## src/rtl/i2s_pkg.sv

```systemverilog
// i2s_pkg: shared frame geometry, bit-index type and slot helpers for the I2S transmitter.
package i2s_pkg;

  localparam int unsigned SLOT_BITS  = 32;
  localparam int unsigned FRAME_BITS = 64;
  localparam int unsigned BIT_IDX_W  = 6;
  localparam int unsigned SLOT_IDX_W = BIT_IDX_W - 1;

  typedef logic [BIT_IDX_W-1:0]  bit_idx_t;
  typedef logic [SLOT_IDX_W-1:0] slot_idx_t;

  localparam bit_idx_t IDX_LAST      = bit_idx_t'(FRAME_BITS - 1);
  localparam bit_idx_t LRCK_HI_FIRST = bit_idx_t'(SLOT_BITS - 1);
  localparam bit_idx_t LRCK_HI_LAST  = bit_idx_t'(FRAME_BITS - 2);

  // Word select leads each slot by one bit: high from the last left bit up to the last right bit.
  function automatic logic lrck_level(input bit_idx_t idx);
    return (idx >= LRCK_HI_FIRST) && (idx <= LRCK_HI_LAST);
  endfunction

  // MSB-first bit k of a left-aligned slot word.
  function automatic logic slot_bit(input logic [SLOT_BITS-1:0] word, input slot_idx_t k);
    return word[slot_idx_t'(SLOT_BITS - 1) - k];
  endfunction

endpackage

```

## src/rtl/i2s_tx_if.sv

```systemverilog
// i2s_tx_if: mono sample/valid stream from the effects pipeline into the I2S transmitter.
interface i2s_tx_if #(
  parameter int unsigned fxp_size = 16
) ();

  logic [fxp_size-1:0] i_sample;
  logic                i_valid;

  modport master (output i_sample, output i_valid);
  modport slave  (input  i_sample, input  i_valid);

endinterface

```

## src/rtl/i2s_bclk_gen.sv

```systemverilog
// i2s_bclk_gen: divides clk down to the I2S bit clock and flags the clock in which BCLK falls.
module i2s_bclk_gen #(
  parameter int unsigned bclk_div = 4
) (
  input  logic clk,
  input  logic rst,
  output logic o_bclk,
  output logic o_fall_c
);

  localparam int unsigned     DIV_W    = (bclk_div > 1) ? $clog2(bclk_div) : 1;
  localparam logic [DIV_W-1:0] DIV_LAST = DIV_W'(bclk_div - 1);

  logic [DIV_W-1:0] cnt_q, cnt_d;
  logic             bclk_q, bclk_d;
  logic             tc_c;

  always_comb begin
    tc_c   = (cnt_q == DIV_LAST);
    cnt_d  = cnt_q + DIV_W'(1);
    bclk_d = bclk_q;
    if (tc_c) begin
      cnt_d  = '0;
      bclk_d = ~bclk_q;
    end
  end

  always_ff @(posedge clk) begin
    if (!rst) begin
      cnt_q  <= '0;
      bclk_q <= 1'b0;
    end else begin
      cnt_q  <= cnt_d;
      bclk_q <= bclk_d;
    end
  end

  assign o_bclk   = bclk_q;
  assign o_fall_c = tc_c & bclk_q;

endmodule

```

## src/rtl/i2s_tx.sv

```systemverilog
// i2s_tx: Philips I2S master transmitter, each mono sample sent on both 32-bit slots.
// Optional saturating overrun/underrun counters are enabled by defining I2S_TX_STATUS_CNT_EN.
module i2s_tx
  import i2s_pkg::*;
#(
  parameter int unsigned fxp_size = 16,
  parameter int unsigned bclk_div = 4
) (
  input  logic              clk,
  input  logic              rst,
  i2s_tx_if.slave           in_if,
  output logic              o_bclk,
  output logic              o_lrck,
  output logic              o_sdata,
  output logic              o_overrun,
  output logic              o_underrun
`ifdef I2S_TX_STATUS_CNT_EN
  ,
  output logic [15:0]       o_overrun_cnt,
  output logic [15:0]       o_underrun_cnt
`endif
);

  localparam int unsigned LEFT_SHIFT = SLOT_BITS - fxp_size;

  logic                 fall_c;
  logic                 frame_start_c;
  logic                 consume_c;
  logic [SLOT_BITS-1:0] frame_left_c;

  bit_idx_t             bit_idx_q, bit_idx_d;
  logic [fxp_size-1:0]  hold_q, hold_d;
  logic [fxp_size-1:0]  frame_q, frame_d;
  logic                 hold_v_q, hold_v_d;
  logic                 lrck_q, lrck_d;
  logic                 sdata_q, sdata_d;
  logic                 ovr_q, ovr_d;
  logic                 unr_q, unr_d;

  i2s_bclk_gen #(
    .bclk_div (bclk_div)
  ) u_bclk_gen (
    .clk      (clk),
    .rst      (rst),
    .o_bclk   (o_bclk),
    .o_fall_c (fall_c)
  );

  // Hold/frame hand-off, bit counter and serializer; everything except hold moves only on the fall strobe.
  always_comb begin
    bit_idx_d = bit_idx_q;
    hold_d    = hold_q;
    hold_v_d  = hold_v_q;
    frame_d   = frame_q;
    lrck_d    = lrck_q;
    sdata_d   = sdata_q;
    ovr_d     = 1'b0;
    unr_d     = 1'b0;

    frame_start_c = fall_c && (bit_idx_q == IDX_LAST);
    consume_c     = frame_start_c && hold_v_q;

    if (consume_c) begin
      frame_d  = hold_q;
      hold_v_d = 1'b0;
    end else if (frame_start_c) begin
      unr_d = 1'b1;
    end

    // A write in the consume cycle refills hold without counting as an overrun.
    if (in_if.i_valid) begin
      hold_d   = in_if.i_sample;
      hold_v_d = 1'b1;
      ovr_d    = hold_v_q && !consume_c;
    end

    // Left-align the outgoing word so bits past the sample width read as zero padding.
    frame_left_c = SLOT_BITS'(frame_d) << LEFT_SHIFT;

    if (fall_c) begin
      bit_idx_d = bit_idx_q + bit_idx_t'(1);
      lrck_d    = lrck_level(bit_idx_d);
      sdata_d   = slot_bit(frame_left_c, bit_idx_d[SLOT_IDX_W-1:0]);
    end
  end

  always_ff @(posedge clk) begin
    if (!rst) begin
      bit_idx_q <= IDX_LAST;
      hold_q    <= '0;
      hold_v_q  <= 1'b0;
      frame_q   <= '0;
      lrck_q    <= 1'b0;
      sdata_q   <= 1'b0;
      ovr_q     <= 1'b0;
      unr_q     <= 1'b0;
    end else begin
      bit_idx_q <= bit_idx_d;
      hold_q    <= hold_d;
      hold_v_q  <= hold_v_d;
      frame_q   <= frame_d;
      lrck_q    <= lrck_d;
      sdata_q   <= sdata_d;
      ovr_q     <= ovr_d;
      unr_q     <= unr_d;
    end
  end

  assign o_lrck     = lrck_q;
  assign o_sdata    = sdata_q;
  assign o_overrun  = ovr_q;
  assign o_underrun = unr_q;

`ifdef I2S_TX_STATUS_CNT_EN
  localparam int unsigned STATUS_CNT_W = 16;

  logic [STATUS_CNT_W-1:0] ovr_cnt_q, ovr_cnt_d;
  logic [STATUS_CNT_W-1:0] unr_cnt_q, unr_cnt_d;

  // Saturating event counters, stepped alongside the pulse registers.
  always_comb begin
    ovr_cnt_d = ovr_cnt_q;
    unr_cnt_d = unr_cnt_q;
    if (ovr_d && (ovr_cnt_q != '1)) begin
      ovr_cnt_d = ovr_cnt_q + STATUS_CNT_W'(1);
    end
    if (unr_d && (unr_cnt_q != '1)) begin
      unr_cnt_d = unr_cnt_q + STATUS_CNT_W'(1);
    end
  end

  always_ff @(posedge clk) begin
    if (!rst) begin
      ovr_cnt_q <= '0;
      unr_cnt_q <= '0;
    end else begin
      ovr_cnt_q <= ovr_cnt_d;
      unr_cnt_q <= unr_cnt_d;
    end
  end

  assign o_overrun_cnt  = ovr_cnt_q;
  assign o_underrun_cnt = unr_cnt_q;
`endif

endmodule

```

## src/flat_wrapper.sv

```systemverilog
// flat-port wrapper written by rule: the top's interface ports become plain ports
module i2s_tx_flat import i2s_pkg::*;
#(
  parameter int unsigned fxp_size = 16,
  parameter int unsigned bclk_div = 4
)
  (clk, rst, o_bclk, o_lrck, o_sdata, o_overrun, o_underrun, in_if_i_sample, in_if_i_valid);
  i2s_tx_if #(.fxp_size(fxp_size)) in_if_i ();
  input  logic clk;
  input  logic rst;
  output logic o_bclk;
  output logic o_lrck;
  output logic o_sdata;
  output logic o_overrun;
  output logic o_underrun;
  input wire logic [$bits(in_if_i.i_sample)-1:0] in_if_i_sample;
  input wire logic [$bits(in_if_i.i_valid)-1:0] in_if_i_valid;
  assign in_if_i.i_sample = in_if_i_sample;
  assign in_if_i.i_valid = in_if_i_valid;
  i2s_tx #(.fxp_size(fxp_size), .bclk_div(bclk_div)) u_core (.clk(clk), .rst(rst), .in_if(in_if_i), .o_bclk(o_bclk), .o_lrck(o_lrck), .o_sdata(o_sdata), .o_overrun(o_overrun), .o_underrun(o_underrun));
endmodule
```

## config.mk

```make
export PLATFORM = sky130hd
export DESIGN_NAME = i2s_tx_flat
export DESIGN_NICKNAME = d
export VERILOG_FILES = /design/src/rtl/i2s_pkg.sv /design/src/rtl/i2s_tx_if.sv /design/src/rtl/i2s_bclk_gen.sv /design/src/rtl/i2s_tx.sv /design/src/flat_wrapper.sv
export SDC_FILE = /design/constraint.sdc
export NUM_CORES = 1
export LEC_CHECK = 0
export ABC_AREA = 0
export BUFFER_PORTS_ARGS = -buffer_cell sky130_fd_sc_hd__buf_2
export CAP_MARGIN = 20
export CORE_UTILIZATION = 39
export CTS_CLUSTER_DIAMETER = 40
export DETAILED_ROUTE_END_ITERATION = 7
export PLACE_DENSITY = 0.58
export SLEW_MARGIN = 15
export SYNTH_ARGS = -nofsm -noshare
export SYNTH_HDL_FRONTEND = slang
export SYNTH_SLANG_ARGS = --single-unit
```

## constraint.sdc

```tcl
create_clock -name clk -period 3.2 [get_ports clk]
set_clock_uncertainty 0.2 [all_clocks]
set_input_delay 0.96 -clock clk [delete_from_list [all_inputs] [get_ports clk]]
set_output_delay 0.96 -clock clk [all_outputs]
set_load 0.03 [all_outputs]
```

## After elaboration in Yosys (flattened, before gate mapping)

Index checks and enable logic that the tools add are counted.
W data, S select, Z words.

| storage, ports and cells | value |
|---|---|
| register bits | 46 |
| latch bits | 0 |
| RAM bits | 0 |
| bits in read-only memories | 0 |
| input port bits | 19 |
| output and inout bits | 5 |
| word-level logic and storage cells | 36 |
| memories kept | 0 |

| cells by class | value |
|---|---|
| add/subtract/negate cells | 3 |
| $mul | 0 |
| div/mod/pow operators | 0 |
| magnitude comparators | 3 |
| equal/unequal tests | 2 |
| shift operators | 0 |
| muxes and demuxes | 6 |
| bitwise logic cells | 3 |
| reduce and logical (&&, ||, !) cells | 9 |

Operators with widths:

| operator | count |
|---|---|
| $mux W16 | 1 |
| $add A6 B1 Y6 const B | 1 |
| $eq A6 B6 Y1 const B | 1 |
| $ge A6 B5 Y1 const B | 1 |
| $le A6 B6 Y1 const B | 1 |
| $lt A5 B6 Y1 const B | 1 |
| $bmux W1 S5 | 1 |
| $sub A5 B5 Y5 const A | 1 |
| $logic_and A1 B1 Y1 | 4 |
| $mux W1 | 4 |
| $reduce_or A2 Y1 | 2 |
| $add A2 B1 Y2 const B | 1 |
| $eq A2 B2 Y1 const B | 1 |
| $not A1 Y1 | 2 |
| $reduce_and A2 Y1 | 1 |
| $reduce_bool A2 Y1 | 1 |
| $and A1 B1 Y1 | 1 |
| $logic_not A1 Y1 | 1 |

## Longest topological paths before layout

Gate-level depths: netlist (run 1).

| logic depth | value |
|---|---|
| depth in word-level cells | 7 |
| depth in mapped cells | 9 |
| depth with buffers taken out | 7 |

## Modules after synthesis

Synthesis (run 1) repeated with hierarchy kept, for this count alone.

| second synthesis, totals | value |
|---|---|
| cells, all modules | 228 |
| area total of the unflattened synthesis | 2174.6 sq um |

By module, submodules not included:

| module | times used | cells each | area an instance (sq um) | sequential area each (sq um) |
|---|---|---|---|---|
| i2s_tx | 1 | 219 | 2062.0 | 860.8 |
| i2s_bclk_gen | 1 | 9 | 112.6 | 60.1 |

## Worst setup path after synthesis (run 1)

Ideal clock, no wire load.

| path | value |
|---|---|
| path type | register to register |
| start point | register u_core.bit_idx_q[0] |
| end point | register u_core.sdata_q, in the netlist u_core.o_sdata |
| arrival | 2.101 ns |
| path slack | 0.770 ns |
| cell stages (with the launch flop) | 10 |
| buffers on the path | 2 |
| path through | dfxtp_1 -> buf_4 -> inv_1 -> ha_1 -> buf_2 -> mux2_2 -> nor4_1 -> a2111oi_1 -> nor4_1 -> a22oi_1 |

| on the way | value |
|---|---|
| word-level cells in the longest chain between the ends | 6 |
| elaborated cells on any way between the ends | 8 |
| those cells by class | add/sub (2); eq/ne (1); mux (3); reduce/logical (2) |

Ends and longest elaborated chain:

| what | RTL line | text |
|---|---|---|
| start: declaration | i2s_tx.sv:31 | `bit_idx_t bit_idx_q, bit_idx_d;` |
| start signal: assignment | i2s_tx.sv:98 | `bit_idx_q <= bit_idx_d;` |
| branches (longest 4 deep; another with $add A6 B1 Y6) | - |  |
| $bmux W1 S5 (*) | i2s_pkg.sv:23 | `return word[slot_idx_t'(SLOT_BITS - 1) - k];` |
| $mux W1 (implied by the code) (*) | i2s_pkg.sv:23 |  |
| end signal: assignment | i2s_tx.sv:103 | `sdata_q <= sdata_d;` |
| end: declaration | i2s_tx.sv:36 | `logic sdata_q, sdata_d;` |

Mark *: on every way between the ends. The select of a mux whose other input is x is not followed.
A chain may end at the register's enable or synchronous reset.

## Worst setup path in the final report (run 1)

Ends and elaborated chain as after synthesis.

==> impl_metrics.tcl, run 1 <==
set metrics [dict create \
    clkSinkCount 46 \
    cts_tree "done" \
    hold_class "register to register" \
    grt-ovfl-total 0 \
    synth_edf_count 0 \
    endpoint_kind "register" \
    finish.utilization 0.460 \
    crit_fanout 10 \
    totalWireLength_um 4460 \
    leakage_nw 0.984 \
    drt_iter0_drc 91 \
    ir_drop_uv 228 \
    num-fill-cells 537 \
    antenna_cells 0 \
    hold_violations 0 \
    worst_hold_slack_ps 240 \
    antenna_found_initial 0 \
    dr.pass1.iters 4 \
    cts.clk_slew.worst_paths_ps 90 \
    drive_above_1_share 0.171 \
    route.detailed.drc 0 \
    synthCells 229 \
    rows 26 \
    setup_viol 0 \
    place.gp.congestion 0.760 \
    avgSynthCellArea_um2 9.62 \
    syn-num-nets 251 \
    synth_flop_cell "dfxtp_1" \
    ys_types 41 \
    status "complete, no violations" \
    clock_path_buffers 2 \
    seqCellArea_um2 921 \
    rsz0062_at_grt "false" \
    core-area_mm2 0.00527 \
    grt_usage 0.165 \
    die_area_mm2 0.00595 \
    num_vias 1628 \
    fin_area_mm2 0.00242 \
    synthArstFlopShare 0 \
    root_buffer "clkbuf_8" \
    ctsResizeCount 0 \
    place_area_mm2 0.00233 \
    wire_per_inst_um 14.2 \
    synth_warnings 0 \
    layout_min_cycle_time_ps 2430 \
    grt_max_degree 29 \
    power_density_mw_per_mm2 432 \
    syn2layout_area_growth_pct 10.1 \
    drv_cap 0 \
    syn_area_mm2 0.00220 \
    htreeDepth 2 \
    worstPathRequired_ps 3190 \
    multiInputGateArea_mm2 0.00117 \
    dp_slack_ps 772 \
    crit_type "register to register" \
    max_slew_margin 0.650 \
    fin_nets 266 \
    viasPerCell 5.17 \
    synth_seq_area_share 0.418 \
    dp_hpwl_um 3100 \
    io_buffers 23 \
    setup_tns_ps 0 \
    grt_pass1_wl_um 7720 \
    cp_data_arrival_time_ps 2420 \
    die_h_um 77.1 \
    grt_pass1_vias 1599 \
    cts_made_buffers 5 \
    report.final.slew_viol_count 0 \
    cts_hold_buffers 0 \
    synth_seq_cells 46 \
    worst_slack_ps 773 \
    fp.dieW_um 77.1 \
    clock_latency_ps 310 \
    fmax_mhz 412 \
    worst_slew_pin_slew_ps 525 \
    cts_setup_buffers 0 \
    initial_core_util 0.418 \
    post-route-period-util 0.758 \
    startpoint_type "register" \
    io_pins 24 \
    antenna_left 0 \
]
## worst paths after layout
| kind | from | to | slack (ps) | depth (start not counted) |
|---|---|---|---|---|
| worst max-delay path | u_core.bit_idx_q[0] | u_core.o_sdata | 770 | 7 |
| worst min-delay path | u_core.u_bclk_gen.cnt_q[0] | u_core.u_bclk_gen.cnt_q[0] | 240 | 1 |
| worst max register to register | u_core.bit_idx_q[0] | u_core.o_sdata | 770 | 7 |
| worst min register to register | u_core.u_bclk_gen.cnt_q[0] | u_core.u_bclk_gen.cnt_q[0] | 240 | 1 |
## flip-flops by register name (all words and copies together), names as in the netlist
signal	flops
u_core.o_overrun	1
u_core.o_lrck	1
u_core.u_bclk_gen.cnt_q	2
u_core.hold_q	16
u_core.frame_q	16
u_core.u_bclk_gen.o_bclk	1
u_core.o_underrun	1
u_core.o_sdata	1
u_core.hold_v_q	1
u_core.bit_idx_q	6
## report_power, final
part           internal [mW]  total [mW]  switching, mW
Clock                  0.154       0.358          0.205
Sequential             0.590       0.608         0.0173
Combinational         0.0409      0.0806         0.0397
Total                  0.785        1.05          0.262
## layout make-up
| type | count | share of cell area |
|---|---|---|
| multi-input combinational | 161 | 0.484 |
| sequential | 46 | 0.380 |
| timing repair buffer | 26 | 0.0568 |
| tap | 70 | 0.0361 |
| clock buffer | 5 | 0.0284 |
| clock inverter | 3 | 0.00877 |
| inverter | 4 | 0.00619 |
## placed cells by master, fill, tap and decap left out, drive strengths merged, types with 3 or more instances in the layout
cell	n
dfxtp	46
o211ai	3
o31ai	3
buf	26
clkbuf	5
mux2i	19
o21ai	4
inv	4
mux4	5
xnor2	5
a21boi	18
xor2	3
nand2	36
nand4	6
nor3b	3
nand3	8
ha	3
nor2b	17
## synthesized netlist by cell type (all sizes together) (4+ instances only)
library cell	number	area share
a21boi	18	0.061
buf	10	0.028
clkbuf	8	0.014
dfxtp	46	0.42
inv	4	0.0068
mux2i	19	0.086
mux4	5	0.051
nand2	36	0.061
nand3	8	0.024
nand4	6	0.017
nor2b	17	0.048
o21ai	4	0.0091
xnor2	5	0.020
## critical path: stages (launching register included)
cell	delay, ps
dfxtp_1	420
inv_1	110
ha_1	540
mux2_2	400
nor4_1	170
a2111oi_1	90
nor4_1	280
a22oi_1	120
## cell families (layout without fill, tap and decap cells)
logic type | Yosys count | after routing | synth area share
AOI/OAI and AO/OA | 38 | 38 | 0.128
xor gates and xnor gates | 8 | 8 | 0.0318
adders and majority gates | 3 | 3 | 0.0170
buffers and inverters | 22 | 38 | 0.0489
DFF | 46 | 46 | 0.418
muxes | 25 | 25 | 0.143
and+or+nand+nor | 87 | 87 | 0.214
## stage by stage
stage | total power, mW | instances
after detailed placement | 0.702 | 307
after global placement | 0.701 | 307
after floorplan | 0.678 | 229
final | 1.05 | 315
after CTS | 1.06 | 315
after global routing | 1.10 | 315
## per-layer routing
layer	part of all wire	wire, um	vias to the layer above	global-route usage
li1	-	-	839	-
met1	0.53	2360	754	0.224
met2	0.42	1890	27	0.250
met3	0.031	140	8	0.0381
met4	0.017	74	0	0.0623
met5	0	0	-	0
Note: power is estimated with default switching activity, not from simulation.
==> inputs of run 2 (changes only) <==
--- a/config.mk
+++ b/config.mk
@@ -11,7 +11,7 @@
 export CORE_UTILIZATION = 39
 export CTS_CLUSTER_DIAMETER = 40
 export DETAILED_ROUTE_END_ITERATION = 7
-export PLACE_DENSITY = 0.58
+export PLACE_DENSITY = 0.6
 export SLEW_MARGIN = 15
 export SYNTH_ARGS = -nofsm -noshare
 export SYNTH_HDL_FRONTEND = slang
==> constraint.sdc (replaced) <==
create_clock -name clk -period 2.02 [get_ports clk]
set_clock_uncertainty 0.2 [all_clocks]
set_input_delay 0.606 -clock clk [delete_from_list [all_inputs] [get_ports clk]]
set_output_delay 0.606 -clock clk [all_outputs]
set_load 0.03 [all_outputs]
==> impl_metrics.tcl, run 2 (synthesis results as in run 1) <==
set metrics [dict create \
    worst_slew_pin_slew_ps 526 \
    core-area_mm2 0.00527 \
    hold_violations 0 \
    grt_max_degree 24 \
    rsz0062_at_grt "true" \
    placed_cells 330 \
    report.final.slew_viol_count 0 \
    startpoint_type "register" \
    syn2layout_area_growth_pct 24.4 \
    grt-ovfl-total 0 \
    cts_made_buffers 5 \
    route.detailed.drc 0 \
    rows 26 \
    setup_viol 0 \
    seqCellArea_um2 927 \
    post-route-period-util 0.972 \
    grt_usage 0.165 \
    antenna_found_initial 0 \
    fmax_mhz 509 \
    leakage_nw 1.14 \
    top_regs "u_core.frame_q (16), u_core.hold_q (16), u_core.bit_idx_q (6)" \
    final_common_cell "dfxtp_1" \
    place.gp.congestion 0.801 \
    ir_drop_uv 480 \
    wire_per_inst_um 13.3 \
    power_mw 1.89 \
    fp.dieW_um 77.1 \
    num-fill-cells 517 \
    totalWireLength_um 4510 \
    die_h_um 77.1 \
    viasPerCell 5.19 \
    worst_path_most_repeated_cell "buf_4" \
    crit_slowest_cell "dfxtp_4" \
    slowest_delay_ps 380 \
    drive_above_1_share 0.300 \
    htreeDepth 2 \
    root_buffer "clkbuf_8" \
    dr.pass1.iters 4 \
    worstPathRequired_ps 2050 \
    clock_path_buffers 2 \
    drt_iter0_drc 96 \
    cts.clk_slew.worst_paths_ps 90 \
    final_cell_mix "dfxtp_1, nand2_1, buf_4, buf_2, mux2i_1" \
    antenna_cells 0 \
    io_buffers 23 \
    endpoint_kind "register" \
    crit_type "register to register" \
    fin_nets 291 \
    grt_pass1_wl_um 7820 \
    layout_min_cycle_time_ps 1960 \
    multiInputGateArea_mm2 0.00124 \
    clock_latency_ps 300 \
    die_area_mm2 0.00595 \
    antenna_left 0 \
    clkSinkCount 46 \
    max_slew_margin 0.649 \
    crit_fanout 4 \
    power_density_mw_per_mm2 689 \
    cp_data_arrival_time_ps 2000 \
    reg2reg_slack_ps 60 \
    io_pins 24 \
    crit_chain "inv_4 -> ha_4 -> buf_4 -> buf_4 -> mux4_2 -> mux2i_1 -> a221o_1 -> a22oi_1" \
    fin_cells 340 \
    status "complete, no violations" \
    hold_class "register to register" \
    initial_core_util 0.418 \
    grt_pass1_vias 1698 \
    cts_tree "done" \
    num_vias 1765 \
    dp_hpwl_um 3340 \
    drv_cap 0 \
]
[run 2: timing repair]
action	CTS	global route
setup buffers	2	0
pin swaps	4	4
endpoints found under the setup margin	1	2
hold buffers	0	0
gates resized for setup	5	14
[run 2: worst paths after layout]
path,startpoint,to,cells after the start
worst min-delay path,u_core.u_bclk_gen.cnt_q[0],u_core.u_bclk_gen.cnt_q[0],1
worst max-delay path,u_core.bit_idx_q[0],u_core.o_sdata,8
worst min register to register,u_core.u_bclk_gen.cnt_q[0],u_core.u_bclk_gen.cnt_q[0],1
worst max register to register,u_core.bit_idx_q[0],u_core.o_sdata,8
[run 2: critical path: cells and delay by family, from the launching register on]
family / cells / cell delay, ps
compound gates: 2 / 460
fa+ha+maj: 1 / 240
buf+inv: 3 / 310
flops: 1 / 380
mux: 2 / 290
[run 2: metal layers]
layer	GRT usage	vias to the layer above	wire, um
li1	-	893	-
met1	0.217	837	2280
met2	0.261	27	2030
met3	0.0357	8	126
met4	0.0679	0	76
met5	0	-	0
[run 2: power breakdown]
| group | internal [mW] | total, mW | switching (mW) |
|---|---|---|---|
| clock network | 0.446 | 0.774 | 0.328 |
| logic | 0.0822 | 0.158 | 0.0759 |
| registers | 0.935 | 0.955 | 0.0206 |
| total | 1.46 | 1.89 | 0.424 |
[run 2: through the flow]
step | area [um2] | util | hold slack (ps) | TNS [ps] | worst slack, ps
floorplan | 2220 | - | 203 | -113 | -113
global placement | 2510 | 0.476 | 218 | 0 | 3.78
detailed placement | 2510 | 0.476 | 231 | -69.4 | -69.4
CTS | 2680 | 0.508 | 243 | 0 | 15.6
global route | 2740 | 0.520 | 236 | -29.2 | -29.2
finish | 2740 | 0.520 | 210 | 0 | 56.3
[run 2: cell type report]
| type | count | share of cell area |
|---|---|---|
| tap | 70 | 0.0320 |
| clock buffer | 6 | 0.0343 |
| sequential | 46 | 0.339 |
| multi-input combinational | 161 | 0.455 |
| timing repair buffer | 51 | 0.120 |
| inverter | 4 | 0.00640 |
| clock inverter | 2 | 0.0142 |
